<file path="src/rtl/mem_burst_ctrl.sv">
// mem_burst_ctrl: one-command-at-a-time burst controller in front of a 64 KiB byte memory.
// Define MEMCTRL_RANGE_ERR_EN to reject bursts running past 0xFFFF; otherwise the address wraps.
module mem_burst_ctrl #(
    parameter int LEN_W = 8
) (
    input  logic             clk,
    input  logic             rst,
    input  logic             cmd_valid,
    output logic             cmd_ready,
    input  logic             cmd_write,
    input  logic [15:0]      cmd_addr,
    input  logic [LEN_W-1:0] cmd_len,
    input  logic             wr_valid,
    output logic             wr_ready,
    input  logic [7:0]       wr_data,
    output logic             rd_valid,
    input  logic             rd_ready,
    output logic [7:0]       rd_data,
    output logic             busy,
    output logic             err,
    output logic [7:0]       mem_msb_addr,
    output logic [7:0]       mem_lsb_addr,
    output logic [7:0]       mem_wval,
    output logic             mem_wen,
    input  logic [7:0]       mem_rval
);
    typedef enum logic [1:0] {IDLE, WRITE, READ} state_t;
    localparam logic [LEN_W:0] ONE = 1;
    state_t         state;
    logic [15:0]    addr;
    logic [LEN_W:0] left;
    logic [7:0]     f0, f1;
    logic [1:0]     count;
    logic           inflight, pop, issue, beat, range_bad;
    assign cmd_ready    = state == IDLE;
    assign busy         = !cmd_ready;
    assign wr_ready     = state == WRITE;
    assign beat         = wr_ready & wr_valid;
    assign mem_wen      = beat & !rst;
    assign mem_wval     = wr_ready ? wr_data : 8'h00;
    assign mem_msb_addr = addr[15:8];
    assign mem_lsb_addr = addr[7:0];
    assign rd_valid     = count != 2'd0;
    assign rd_data      = rd_valid ? f0 : 8'h00;
    assign pop          = rd_valid & rd_ready;
    // Issue only if the byte it returns is guaranteed a FIFO slot.
    assign issue = state == READ && left != '0 &&
                   ({1'b0, count} + {2'b0, inflight} - {2'b0, pop}) < 3'd2;
`ifdef MEMCTRL_RANGE_ERR_EN
    assign range_bad = ({1'b0, cmd_addr} + 17'(cmd_len)) > 17'h0FFFF;
    always_ff @(posedge clk)
        err <= rst ? 1'b0 : cmd_valid & cmd_ready & range_bad;
`else
    assign range_bad = 1'b0;
    assign err       = 1'b0;
`endif
    always_ff @(posedge clk) begin
        if (rst) begin
            state    <= IDLE;
            addr     <= '0;
            left     <= '0;
            count    <= '0;
            inflight <= 1'b0;
            f0       <= '0;
            f1       <= '0;
        end else begin
            inflight <= issue;
            count    <= count + {1'b0, inflight} - {1'b0, pop};
            if (pop)
                f0 <= f1;
            if (inflight) begin
                if ((count - {1'b0, pop}) == 2'd0)
                    f0 <= mem_rval;
                else
                    f1 <= mem_rval;
            end
            case (state)
                IDLE: if (cmd_valid) begin
                    addr <= cmd_addr;
                    left <= {1'b0, cmd_len} + ONE;
                    if (!range_bad)
                        state <= cmd_write ? WRITE : READ;
                end
                WRITE: if (beat) begin
                    addr <= addr + 16'd1;
                    left <= left - ONE;
                    if (left == ONE)
                        state <= IDLE;
                end
                READ: begin
                    if (issue) begin
                        addr <= addr + 16'd1;
                        left <= left - ONE;
                    end
                    if (left == '0 && count == 2'd0 && !inflight)
                        state <= IDLE;
                end
                default: state <= IDLE;
            endcase
        end
    end
endmodule

</file>
<file path="config.mk">
export PLATFORM = sky130hd
export DESIGN_NAME = mem_burst_ctrl
export DESIGN_NICKNAME = d
export VERILOG_FILES = /design/src/rtl/mem_burst_ctrl.sv
export SDC_FILE = /design/constraint.sdc
export NUM_CORES = 1
export LEC_CHECK = 0
export CAP_MARGIN = 10
export CORE_UTILIZATION = 50
export CTS_CLUSTER_SIZE = 40
export DETAILED_ROUTE_END_ITERATION = 12
export PLACE_DENSITY = 0.8
export SETUP_SLACK_MARGIN = 0.5
export SLEW_MARGIN = 0
export SYNTH_ARGS = -nofsm -noshare
export SYNTH_HDL_FRONTEND = slang
export SYNTH_SLANG_ARGS = --single-unit
export TNS_END_PERCENT = 1
</file>
<file path="constraint.sdc">
create_clock -name clk -period 5.01 [get_ports clk]
set_clock_uncertainty 0.2 [all_clocks]
set_input_delay 1.2525 -clock clk [delete_from_list [all_inputs] [get_ports clk]]
set_output_delay 1.2525 -clock clk [all_outputs]
set_load 0.02 [all_outputs]
</file>
## Yosys cells after proc, flatten, opt, wreduce, memory -nomap -nowiden

Cells that the tools add are included.

- Output and inout port bits: 38
- Word-level logic and storage cells: 64
- Bits in registers: 46

- Add/subtract/negate cells: 8
- Eq/ne operators: 8
- Bitwise operators: 4
- Magnitude comparators: 1
- Mux-type cells: 19
- Reduce and logical (&&, ||, !) cells: 17

Operator list:

| operator | count |
|---|---|
| two-way mux 16 bit | 3 |
| case mux 16 bit (3 select lines) | 1 |
| two-way mux 8 bit | 5 |
| two-way mux 9 bit | 3 |
| case mux 9 bit (3 select lines) | 1 |
| adder 16 x 1 -> 16 bit, second input constant | 1 |
| two-way mux 2 bit | 5 |
| adder 8 x 1 -> 9 bit, second input constant | 1 |
| == test 9 x 1 -> 1 bit, second input constant | 1 |
| zero test 9 bit | 1 |
| nonzero test 9 bit | 1 |
| subtractor 9 x 1 -> 9 bit, second input constant | 1 |
| AND reduction 4 bit | 2 |
| zero test 2 bit | 3 |
| != test 2 x 1 -> 1 bit, second input constant | 3 |
| case mux 2 bit (3 select lines) | 1 |
| logical AND 1 bit | 4 |
| != test 2 bit, second input constant | 2 |
| subtractor 2 x 1 -> 2 bit | 2 |
| adder 2 x 1 -> 3 bit | 1 |
| AND 1 bit | 3 |
| zero test 1 bit | 3 |
| < comparator 3 x 2 -> 1 bit, second input constant | 1 |
| nonzero test 3 bit | 1 |
| other kinds (7) | 7 |

## Longest topological paths before layout

- Depth after elaboration: 7
- Depth in mapped cells: 14
- Mapped depth without buffers: 12

## Worst setup path before layout

OpenSTA, ideal clock, no wires.

- Path type: input -> register
- Start: input port rd_ready
- End: register addr[3]
- Slack: 1.420 ns
- Path buffers: 2
- Cell stages on the path: 11
- Required time: 4.678 ns
- Arrival: 3.258 ns
- Cells stage by stage: inv_1 or3_1 nand2_1 ha_1 fa_1 nand3b_1 o21a_1 buf_4 buf_6 a211oi_1 o32ai_1

- Cells in the longest elaborated chain, start to end: 6

RTL lines:

| element | line | text |
|---|---|---|
| start, declared | 17 | `input logic rd_ready,` |
| AND 1 bit | 45 | `assign pop = rd_valid & rd_ready;` |
| subtractor 3 x 1 -> 3 bit | 48 | `({1'b0, count} + {2'b0, inflight} - {2'b0, pop}) < 3'd2;` |
| < comparator 3 x 2 -> 1 bit | 48 |  |
| logical AND 1 bit | 47 | `assign issue = state == READ && left != '0 &&` |
| != test 2 bit (no line) | - |  |
| AND reduction 4 bit (no line) | - |  |
| end signal, assigned | 79 | `addr <= cmd_addr;` |
| end signal, assigned | 85 | `addr <= addr + 16'd1;` |
| end signal, assigned | 92 | `addr <= addr + 16'd1;` |
| end, declared | 30 | `logic [15:0] addr;` |

No other way between the ends.
A chain may end at the register's enable or synchronous reset.

## Worst setup path in the final report

- Start: input port rd_ready
- End: register addr[6]

The elaborated chain is that of the path after synthesis.

==> reports/results.tsv <==
stage	metric	value	unit
clock_network	CTS sink cnt	46	
worst_hold_path	worst hold path type	flop to flop	
floorplanning	Die X	77.2	µm
critical_path	Critical Path Source Type	input port	
yosys	Post-synth top flop	dfxtp_1	
final_layout	fraction of layout cells with a size suffix above 1	5.67	%
drt	first-pass detailed-route iteration total	4	
final_layout	Multi-input gate area	0.00174	mm²
yosys	Syn Std Cell Area	0.00283	mm²
critical_path	Worst setup EP type	flop	
power_and_ir_drop	Cell Pwr Density	569	mW/mm²
floorplanning	I/O pin count	84	
final_layout	final instance area	0.00379	mm²
floorplanning	die area	0.00596	mm²
global_route	total track usage	26.9	%
timing	final setup TNS	0	ps
timing	RSZ-0062 raised after global routing	no	
critical_path	Largest delay share family, worst path	simple AND/OR/NAND/NOR gates	
yosys	number of flops mapped to enable cells by yosys	0	
clock_network	PostCTS Resize Cnt	0	
final_layout	Nets	477	
critical_path	Crit Path Max Fanout	19	
yosys	Mapped Avg Cell Area	8.06	µm²
drt	initial DRC count	149	
power_and_ir_drop	Overall Power	2.15	mW
final_layout	Area Overhead vs Synth	33.9	%
run_status	status	completed	
timing	period utilization	85.1	%
yosys	fraction of registers with async set/reset	0	%
flow_run	maxcap violations	0	
power_and_ir_drop	P_leak	1.44	nW
clock_network	CTS tree	built	
floorplanning	core footprint	0.00547	mm²
drt	ANT nets after route	0	
clock_network	CTS Hold Bufs	0	
critical_path	WP buf/inv	2	
yosys	synthesized flop and latch total	46	
power_and_ir_drop	worst-case vdd ir drop	0.295	mV
global_route	total gr overflow	0	
timing	final setup vio count	0	
yosys	syn nets	406	
clock_network	H-tree depth	2	
critical_path	r2r setup slk	1270	ps
clock_network	postcts setup bufs	0	
drt	# DRC	0	
placed_design	DP HPWL	5420	µm
critical_path	Data arrival, critical path	4220	ps
yosys	commonest cells in the synthesized netlist	dfxtp_1 (46), nor2_1 (34), nand2_1 (30)	
placed_design	Port Buf Inserts	82	
clock_network	Clock Latency Late Sink	300	ps
critical_path	CP required	4970	ps
drt	WL/cell	15.7	µm
final_layout	diode count	0	
yosys	Synth area leaders	dfxtp_1 (33%), mux2i_1 (6.7%), a211oi_1 (5.0%), nor2_1 (4.5%), nand2_1 (4.0%)	
global_route	global-route wire length before repair	13000	µm
global_route	largest net degree at the start of global routing	45	
final_layout	Storage cell area	921	µm²
drt	via/cell ratio	5.91	
yosys	register area share after synthesis	32.6	%
critical_path	crit path cell chain	clkdlybuf4s50_1 > inv_1 > or3_1 > nand2_1 > ha_1 > fa_1 > nand3b_1 > o21a_1 > nor2_2 > a211oi_1	
yosys	gate count of the mapped netlist	351	
critical_path	Crit Path Category	input port to flop	
placed_design	GP Congestion	0.861	
floorplanning	Die Y-Extent	77.2	µm
floorplanning	row count	27	
timing	Tightest Pin Transition	730	ps
drt	Total Wirelength	7780	µm
final_layout	Fillers	479	
timing	Final Max Slew Viols	0	
drt	total number of vias	2926	
timing	Hold Violations, Final	0	
timing	FMAX	235	MHz
global_route	initial antenna violation count	0	
critical_path	Critical-path top delay cell	clkdlybuf4s50_1	
clock_network	CTS max path bufs	2	
final_layout	Util after Layout	69.2	%
yosys	yosys warns	0	
placed_design	placed cell area	0.00368	mm²
yosys	post-synth top area share	32.6	%
yosys	Unique masters post-synth	59	
timing	Slew HR	50.9	%
yosys	most frequent cell after synthesis	dfxtp_1	
global_route	number of global-route vias before repair	2814	
clock_network	root buffer cell	clkbuf_8	
critical_path	max incr delay on CP	500	ps
clock_network	CTS Buf Count	5	
yosys	largest area contributor in the netlist	dfxtp_1	
floorplanning	Starting Density	51.7	%
timing	Tmin final	4260	ps
clock_network	Worst-path clk slew	80	ps
final timing paths:
check	startpoint	end	depth (start not counted)
max	rd_ready	addr[6]$_SDFFE_PP0P_	10
min	left[8]$_SDFFE_PP0P_	left[8]$_SDFFE_PP0P_	2
max reg2reg	count[1]$_SDFF_PP0_	addr[6]$_SDFFE_PP0P_	11
min reg2reg	left[8]$_SDFFE_PP0P_	left[8]$_SDFFE_PP0P_	2
power by group:
| group | total [mW] | internal, mW | switching, mW | leakage (nW) |
|---|---|---|---|---|
| Combinational | 1.25 | 0.521 | 0.726 | 1.02 |
| Sequential | 0.629 | 0.484 | 0.146 | 0.376 |
| Clock | 0.279 | 0.149 | 0.130 | 0.0514 |
| Total | 2.15 | 1.15 | 1.00 | 1.44 |
tightest hold or removal path, cell delays in order (launching register included):
cell and delay (ps):
dfxtp_1 320, o31ai_1 60, a21oi_1 50
kinds of logic (layout without fill, tap and decap cells):
family / Yosys count / count (layout) / synth area share [%]
AND/OR/NAND/NOR: 135 / 135 / 24.2
XOR/XNOR: 7 / 7 / 2.17
adder cells (fa/ha/maj): 9 / 9 / 4.25
flip-flops: 46 / 46 / 32.6
AO/OA/AOI/OAI: 94 / 94 / 23.7
buffers and inverters: 39 / 111 / 5.80
other: 1 / 1 / 0.133
multiplexers: 20 / 20 / 7.26
through the flow:
step / hold slack, ps / setup WS [ps] / instances
after global routing: 305 / 521 / 495
after global placement: 254 / 609 / 487
after detailed placement: 264 / 472 / 487
after CTS: 275 / 766 / 495
after floorplan: 244 / 1420 / 351
final: 273 / 748 / 495
cells in the final DEF, fill, tap and decap left out, drive strengths merged, types with 15 or more instances in the layout:
master,n
nor3,17
nor2,36
a211oi,19
dfxtp,46
nand2,31
inv,15
a21oi,16
mux2i,19
clkdlybuf4s50,82
flip-flops by register name, summed over array words and instances (netlist names):
register  count
state         2
addr         16
f1            8
inflight      1
left          9
f0            8
count         2
routing by layer:
| layer | track usage, % | vias to the layer above | wire (µm) |
|---|---|---|---|
| met5 | 0 | - | 0 |
| met3 | 4.05 | 11 | 395 |
| met4 | 10.9 | 0 | 93 |
| met2 | 46.6 | 93 | 3900 |
| li1 | - | 1422 | - |
| met1 | 32.9 | 1400 | 3390 |
final cells by class:
cell class,instances,share of cell area [%]
clock buffers,6,1.92
inverters,15,1.49
well taps,72,2.38
flip-flops and latches,46,24.3
repair buffers,88,22.9
clock inverters,2,0.991
multi-input cells,266,46.0
No activity file was read; power rests on OpenSTA's default activity.
